### src/rtl/seqdet_pkg.sv
// ============================================================================
// Module : seqdet_pkg
// Brief  : Shared mode constants and limits for the serial pattern detector.
// Rev    : 1.0 - initial release
// ============================================================================
`default_nettype none

package seqdet_pkg;
  localparam int MODE_MEALY   = 0;
  localparam int MODE_MOORE   = 1;
  localparam int OVL_OFF      = 0;
  localparam int OVL_ON       = 1;
  localparam int SEQDET_MAX_W = 16;
endpackage

`default_nettype wire

### src/rtl/sat_counter.sv
// ============================================================================
// Module : sat_counter
// Brief  : Up-counter with synchronous clear that sticks at all-ones.
// Rev    : 1.0 - initial release
// ============================================================================
`default_nettype none

module sat_counter #(
  parameter int W = 8
) (
  input  logic         clk,
  input  logic         rst,
  input  logic         clr,
  input  logic         inc,
  output logic [W-1:0] q
);

  logic [W-1:0] r_q;

  always_ff @(posedge clk or posedge rst) begin
    if (rst) begin
      r_q <= '0;
    end else if (clr) begin
      r_q <= '0;
    end else if (inc && (r_q != '1)) begin
      r_q <= r_q + W'(1);
    end
  end

  assign q = r_q;

endmodule

`default_nettype wire

### src/rtl/seq_detector_param.sv
// ============================================================================
// Module : seq_detector_param
// Brief  : Parametrised serial bit-pattern detector with valid, clear and
//          saturating match counter; Mealy/Moore and overlap selectable.
// Rev    : 1.0 - initial release
// ============================================================================
`default_nettype none

module seq_detector_param
  import seqdet_pkg::*;
#(
  parameter int                   PATTERN_W = 3,
  parameter logic [PATTERN_W-1:0] PATTERN   = 3'b101,
  parameter int                   OVERLAP   = OVL_ON,
  parameter int                   MOORE     = MODE_MEALY,
  parameter int                   CNT_W     = 8
) (
  input  logic             clk,
  input  logic             rst,
  input  logic             clr,
  input  logic             in_valid,
  input  logic             in,
  output logic             match,
  output logic [CNT_W-1:0] match_count
);

  if ((PATTERN_W < 2) || (PATTERN_W > SEQDET_MAX_W)) begin : g_bad_width
    $error("seq_detector_param: PATTERN_W must be in 2..16");
  end

  // r_fill doubles as the state: 0 = EMPTY, 1..W-2 = FILLING, W-1 = PRIMED.
  localparam logic [4:0] c_primed = 5'(PATTERN_W - 1);

  logic [PATTERN_W-2:0] r_hist;
  logic [4:0]           r_fill;
  logic [PATTERN_W-1:0] w_window;
  logic                 w_accept;
  logic                 w_hit;

  assign w_window = {r_hist, in};
  assign w_accept = in_valid & ~clr;
  assign w_hit    = w_accept & (r_fill == c_primed) & (w_window == PATTERN);

  always_ff @(posedge clk or posedge rst) begin
    if (rst) begin
      r_hist <= '0;
      r_fill <= '0;
    end else if (clr) begin
      r_hist <= '0;
      r_fill <= '0;
    end else if (w_accept) begin
      r_hist <= w_window[PATTERN_W-2:0];
      if (w_hit && (OVERLAP == OVL_OFF)) begin
        r_fill <= '0;
      end else if (r_fill != c_primed) begin
        r_fill <= r_fill + 5'd1;
      end
    end
  end

  if (MOORE == MODE_MOORE) begin : g_moore
    logic r_match_q;

    always_ff @(posedge clk or posedge rst) begin
      if (rst) begin
        r_match_q <= 1'b0;
      end else if (clr) begin
        r_match_q <= 1'b0;
      end else begin
        r_match_q <= w_hit;
      end
    end

    assign match = r_match_q;
  end else begin : g_mealy
    assign match = w_hit;
  end

  sat_counter #(
    .W(CNT_W)
  ) u_cnt (
    .clk(clk),
    .rst(rst),
    .clr(clr),
    .inc(w_hit),
    .q  (match_count)
  );

endmodule

`default_nettype wire

### config.mk
export PLATFORM = sky130hd
export DESIGN_NAME = seq_detector_param
export DESIGN_NICKNAME = d
export VERILOG_FILES = /design/src/rtl/seqdet_pkg.sv /design/src/rtl/sat_counter.sv /design/src/rtl/seq_detector_param.sv
export SDC_FILE = /design/constraint.sdc
export NUM_CORES = 1
export LEC_CHECK = 0
export CORE_MARGIN = 2
export CORE_UTILIZATION = 45
export CTS_CLUSTER_SIZE = 14
export DETAILED_ROUTE_END_ITERATION = 10
export MAX_ROUTING_LAYER = met4
export PLACE_DENSITY = 0.78
export SKIP_LAST_GASP = 1
export SLEW_MARGIN = 15
export SYNTH_ARGS = -nofsm -noshare
export SYNTH_HDL_FRONTEND = slang
export SYNTH_SLANG_ARGS = --single-unit
export TNS_END_PERCENT = 30
### constraint.sdc
create_clock -name clk -period 4.63 [get_ports clk]
set_input_delay 0.6945 -clock clk [delete_from_list [all_inputs] [get_ports clk]]
set_output_delay 0.6945 -clock clk [all_outputs]
set_load 0.005 [all_outputs]
# Word level (Yosys, flattened, before mapping)
# Index checks and enable logic that the tools add are counted.
[classes]
muxes = 7
reduce_logical = 5
bitwise_logic = 4
add_sub_neg = 2
eq_ne = 4
[ops]
columns = ["operator", "n"]
rows = [
  ["$mux 8", 2],
  ["$mux 5", 3],
  ["$add 8x1->8 const B", 1],
  ["$ne 8x8->1 const B", 1],
  ["$reduce_bool 2->1", 3],
  ["$add 5x1->5 const B", 1],
  ["$eq 5x2->1 const B", 1],
  ["$ne 5x2->1 const B", 1],
  ["$mux 2", 2],
  ["$and 1x1->1", 3],
  ["$eq 3x3->1 const B", 1],
  ["$reduce_and 2->1", 1],
  ["$logic_and 1x1->1", 1],
  ["$not 1->1", 1],
]
[word_totals]
input_bits = 5
regBits = 15
out_inout_bits = 9

# Depth between registers and ports, before layout
# Gate-level depths: netlist of the first run.
[logic_depth]
word_depth = 7
depth_mapped = 8

# Cells and area by module
# Synthesis of the first run repeated with hierarchy kept, for this count alone.
[unflattened]
hier_cells = 86
area_unflattened_um2 = 880.8
[by_module_without_submodules]
columns = ["module", "n_inst", "area_per_inst_um2", "cells_each"]
rows = [
  ["sat_counter", 1, 504.2, 49],
  ["seq_detector_param", 1, 376.6, 37],
]

# Worst setup path after synthesis of the first run
# Ideal clock, no wire load.
[synth_path]
path_type = "input to output"
from = "in clr"
to = "out match"
t_arrival_ns = 1.921
path_buffers = 2
slack_ns = 2.015
required_ns = 3.936
path_stages = 5
cell_sequence = "buf_6 or4b_4 or3_1 clkbuf_1 inv_2"
[synth_between]
elab_chain_len = 4
[synth_lines]
columns = ["element", "line_no", "text"]
rows = [
  ["start, declared", "seq_detector_param.sv:20", "input logic clr,"],
  ["$not 1->1", "seq_detector_param.sv:41", "assign w_accept = in_valid & ~clr;"],
  ["$and 1x1->1", "seq_detector_param.sv:41", ""],
  ["$and 1x1->1 (2 in series)", "seq_detector_param.sv:42", "assign w_hit = w_accept & (r_fill == c_primed) & (w_window == PATTERN);"],
  ["end, declared", "seq_detector_param.sv:23", "output logic match,"],
]
# No other way between the ends.

# Worst setup path after layout of the first run
# Same ends and word-level chain as after synthesis.

==> flow_summary.yaml, run 1 <==
placement:
  place_area_sq_um: 986
  placement.io_buffers: 13
  dp.cells: 121
  place.detailed.hpwl_mm: 1.14
  dp_worst_setup_slack_ns: 1.01
  gp_congestion: 0.854
final_layout:
  diodes: 0
  fin_util: 0.580
  nets: 109
  area_growth_pct: 20.6
  stdcell_area_sq_um: 1010
  drive_above_1_share: 0.0900
  n_fill_cell: 162
  fin_cells: 125
status:
  status: "finished, final reports clean"
yosys:
  yosysTopAreaCell: "dfrtp_1"
  avgSynthCellArea_sq_um: 9.76
  synthTopCellsByArea: "dfrtp_1, nor2_1, ha_1, mux2i_1, nand4b_1"
  synth_area_sq_um: 840
  synth.most_common_cell: "dfrtp_1"
  synth_top_area_share: 0.447
  synthArstFlopShare: 1.00
  synth_cell_type_count: 29
  synth_cells: 86
  ys_top_cells_by_count: "dfrtp_1, nor2_1, a21oi_1, nor2b_1, or3_1"
  synth_edf_count: 0
  synth_flop_cell: "dfrtp_1"
  ys_seq_area_frac: 0.447
  synth-seq-cells: 15
  synth_warnings: 0
  synth_nets: 94
setup_path:
  crit_family: "buffers and inverters"
  crit_path_max_fanout: 19
  crit_buf_inv: 4
  crit_arrival_ns: 2.93
  crit_type: "in2out"
  path_cells: "clkdlybuf4s50_1, buf_4, or4b_4, or3_1, inv_2, clkdlybuf4s50_1"
  required_ns: 3.94
  critPathLaunchType: "primary input"
  cp_slowest_stage_delay_ns: 0.57
  cp-end-kind: "output port"
  cpMaxStageDelayCell: "or4b_4"
  crit_top_cell: "clkdlybuf4s50_1"
global_routing:
  grt_usage: 0.181
  overflow: 0
  grt_pass1_wl_mm: 2.72
  antenna_found_initial: 0
  grt_pass1_vias: 635
  grt_max_degree: 20
power:
  total_power_uw: 270
  leakagePower_nw: 0.430
  max-vdd-ir-drop_mv: 0.168
  power_density_nw_per_um2: 266
timing:
  finalHoldViolations: 0
  drv_slew: 0
  rsz0062_at_grt: "no"
  skew_ns: 0.00180
  fin_setup_tns_ns: 0
  setup_viol: 0
  worst_pin_slew_ns: 0.548
  fmax_mhz: 276
  relSlewSlack: 0.634
  fin_crit_sh: 0.782
  setup_ws_ns: 1.01
  finalHoldWorstSlack_ns: 0.544
  min_period_ns: 3.62
run:
  maxCapViolCount: 0
floorplanning:
  die_area_sq_um: 2230
  die_h_microns: 47.2
  start_util: 0.481
  core.rowCount: 15
  die_w_microns: 47.2
  io_pins: 14
  design.core.area_sq_um: 1750
routing:
  firstDrtPassIters: 4
  drtAntennaViolNets: 0
  wire_per_inst_microns: 12.0
  viasPerCell: 5.34
  drt_drc_violations_left: 0
  vias: 668
  wirelength_mm: 1.50
  drtIter0Drc: 9
cts:
  cts_inserted_buffers: 3
  clk_latency_ns: 0.28
  cts_root_buf: "clkbuf_4"
  cts_setup_buffers: 0
  cts_tree: "done"
  holdBufCountCts: 0
  cts_buffer_depth: 2
  clk_pin_slew_ns: 0.09
  numClockSinks: 15
  cts_resized: 0
  htreeDepth: 1
worst_hold_path:
  min_path_type: "reg2reg"
==> state kept, by name, indices dropped and copies added (netlist names) <==
| register | count |
|---|---|
| r_hist | 2 |
| r_fill | 5 |
| u_cnt.q | 8 |
==> path summary, 6_finish.rpt <==
path                                 from  slack, ns    endpoint  depth (start not counted)
min in group asynchronous             rst       0.76  u_cnt.q[0]                          2
max in group asynchronous             rst       3.51  u_cnt.q[2]                          2
worst min-delay path            r_hist[1]       0.54   r_hist[1]                          2
worst min register to register  r_hist[1]       0.54   r_hist[1]                          2
worst max-delay path                  clr       1.01       match                          6
worst max register to register  r_fill[0]       2.25  u_cnt.q[1]                          6
==> logic make-up after synthesis <==
kind of cell | count (synthesis) | synth area share
AO/OA/AOI/OAI | 11 | 0.0805
buffers and inverters | 8 | 0.0447
flip-flops | 15 | 0.447
multiplexers | 7 | 0.0894
AND/OR/NAND/NOR | 39 | 0.262
XOR/XNOR | 3 | 0.0313
adder cells (fa/ha/maj) | 3 | 0.0447
==> area by class of cell <==
cell class	instances	area, sq um	share of cell area
Clock buffer	4	26.3	0.0260
Inverter	4	15.0	0.0148
Sequential cell	15	375	0.371
Multi-Input combinational cell	63	427	0.422
Tap cell	25	31.3	0.0309
Timing Repair Buffer	14	138	0.136
==> cells in the final DEF, fill, tap and decap left out <==
| master | count |
|---|---|
| dfrtp_1 | 15 |
| o41ai_1 | 1 |
| a21oi_1 | 4 |
| nand4_1 | 2 |
| or4_4 | 1 |
| nand3_1 | 2 |
| clkdlybuf4s50_1 | 13 |
| o21ai_0 | 2 |
| nor2_1 | 13 |
| mux2_1 | 2 |
| ha_1 | 3 |
| or3_1 | 4 |
| nor3_1 | 2 |
| nand4b_1 | 3 |
| nand2_1 | 3 |
| clkbuf_1 | 1 |
| inv_2 | 1 |
| clkbuf_4 | 3 |
| and2_1 | 1 |
| mux2i_1 | 3 |
| o221ai_1 | 1 |
| o21ai_1 | 1 |
| inv_1 | 3 |
| or4b_4 | 1 |
| xor2_1 | 3 |
| buf_4 | 1 |
| nor2b_1 | 4 |
| mux2_2 | 2 |
| or4_1 | 1 |
| nand2b_1 | 2 |
| o31ai_1 | 2 |
==> per-layer routing <==
| metal | up-vias | GRT usage | share of wire |
|---|---|---|---|
| li1 | 332 | - | - |
| met5 | - | - | 0 |
| met4 | 0 | 0.0833 | 0.013 |
| met1 | 318 | 0.224 | 0.46 |
| met2 | 16 | 0.285 | 0.49 |
| met3 | 2 | 0.0346 | 0.040 |
==> tightest hold or removal path, stage by stage, from the launching register on <==
cell and delay (ns):
dfrtp_1 0.35, mux2i_1 0.07, nor2_1 0.09
==> power breakdown <==
| part | internal, mW | switching (mW) |
|---|---|---|
| Combinational | 0.0233 | 0.0205 |
| Clock | 0.0335 | 0.0413 |
| Sequential | 0.140 | 0.0106 |
Power figures use the tool's default switching activity.
==> run 2: changes to the inputs <==
clock period = 3.4 ns   (was 4.63 ns; I/O delays follow)
==> run 2 against run 1 <==
Count of clock-buffer cells in the layout is the same. Via count shrank 0.45%. Clock skew grew 0.0017 ns. Combinational power grew 29%. First-iteration DRC count shrank 78%. Core utilization is the same. Total power grew 35%. Clock power grew 34%. Non-clock buffer count is the same. Wire length grew 4.3%.
==> flow_summary.yaml, run 2 (synthesized netlist as in run 1, its figures left out) <==
cts:
  htreeDepth: 1
  holdBufCountCts: 0
  cts_root_buf: "clkbuf_4"
  clk_pin_slew_ns: 0.09
  cts_resized: 0
  numClockSinks: 15
  cts_setup_buffers: 0
  clk_latency_ns: 0.27
  cts_tree: "done"
  cts_buffer_depth: 2
  cts_inserted_buffers: 3
timing:
  finalHoldWorstSlack_ns: 0.529
  fin_crit_sh: 0.906
  setup_viol: 0
  skew_ns: 0.00348
  fin_setup_tns_ns: 0
  setup_ws_ns: 0.318
  relSlewSlack: 0.625
  drv_slew: 0
  min_period_ns: 3.08
  worst_pin_slew_ns: 0.561
  fmax_mhz: 324
  finalHoldViolations: 0
  rsz0062_at_grt: "no"
worst_hold_path:
  hp-start: "r_hist[1]"
  whs_path_depth: 2
  hold_path_end: "r_hist[1]"
  min_path_type: "reg2reg"
routing:
  wirelength_mm: 1.57
  drtIter0Drc: 2
  drt_drc_violations_left: 0
  drtAntennaViolNets: 0
  firstDrtPassIters: 3
  viasPerCell: 5.32
  wire_per_inst_microns: 12.5
  vias: 665
global_routing:
  grt_pass1_wl_mm: 2.62
  antenna_found_initial: 0
  grt_pass1_vias: 611
  grt_max_degree: 19
  grt_usage: 0.173
  overflow: 0
status:
  status: "finished, final reports clean"
final_layout:
  nets: 109
  diodes: 0
  multiInputGateArea_sq_um: 427
  drive_above_1_share: 0.0900
  final_cell_mix: "dfrtp_1, nor2_1, clkdlybuf4s50_1"
  layout_commonest_cell: "dfrtp_1"
  n_fill_cell: 162
  fin_util: 0.580
  largest_register_ffs: 8
  area_growth_pct: 20.6
  seqCellArea_sq_um: 375
placement:
  gp_congestion: 0.840
  place.detailed.hpwl_mm: 1.21
  placement.io_buffers: 13
  dp_worst_setup_slack_ns: 0.315
setup_path:
  critPathLaunchType: "primary input"
  crit_arrival_ns: 2.57
  timing.rr.end: "u_cnt.q[5]"
  r2r_cells: 6
  crit_type: "in2out"
  cp-end-kind: "output port"
  crit_path_max_fanout: 8
  reg2reg_from: "r_fill[0]"
  required_ns: 2.89
  rrSetupSlack_ns: 1.08
power:
  leakagePower_nw: 0.430
  max-vdd-ir-drop_mv: 0.305
  power_density_nw_per_um2: 359
  total_power_uw: 363
run:
  maxCapViolCount: 0
floorplanning:
  die_w_microns: 47.2
  io_pins: 14
  die_h_microns: 47.2
  start_util: 0.481
  core.rowCount: 15
  die_area_sq_um: 2230
  design.core.area_sq_um: 1750
[run 2: final cells by class]
type	count	share of cell area
clock buffer	4	0.0260
inverter	4	0.0148
multi-input combinational	63	0.422
sequential	15	0.371
tap	25	0.0309
timing repair buffer	14	0.136
[run 2: worst max-delay path by stage]
| stage | startpoint | endpoint | cells past startpoint |
|---|---|---|---|
| 2_1_floorplan | clr | u_cnt.q[1] | 6 |
| 3_3_place_gp | clr | match | 5 |
| 3_5_place_dp | clr | match | 5 |
| 4_1_cts | clr | match | 5 |
| 5_1_grt | clr | match | 5 |
| 6_report | clr | match | 5 |
[run 2: power breakdown]
part	internal [mW]	switching [mW]	leakage, nW
registers	0.191	0.0153	0.206
clock network	0.0454	0.0548	0.0150
logic	0.0303	0.0262	0.209
total	0.267	0.0962	0.430
[run 2: metal layers]
metal / GRT usage / part of all wire / up-vias
met3: 0.0231 / 0.023 / 2
met4: 0.0944 / 0.011 / 0
met1: 0.209 / 0.46 / 317
li1: - / - / 335
met5: - / 0 / -
met2: 0.277 / 0.50 / 11
[run 2: critical path, stage by stage]
cell	delay [ns]
clkdlybuf4s50_1	0.43
or4b_4	0.57
or3_1	0.47
inv_2	0.09
clkdlybuf4s50_1	0.49
[run 2: per-stage QoR]
| stage | cell area (sq um) | std cells |
|---|---|---|
| after floorplan | 840 | 86 |
| after global placement | 986 | 121 |
| after detailed placement | 986 | 121 |
| after CTS | 1010 | 125 |
| after global routing | 1010 | 125 |
| final | 1010 | 125 |
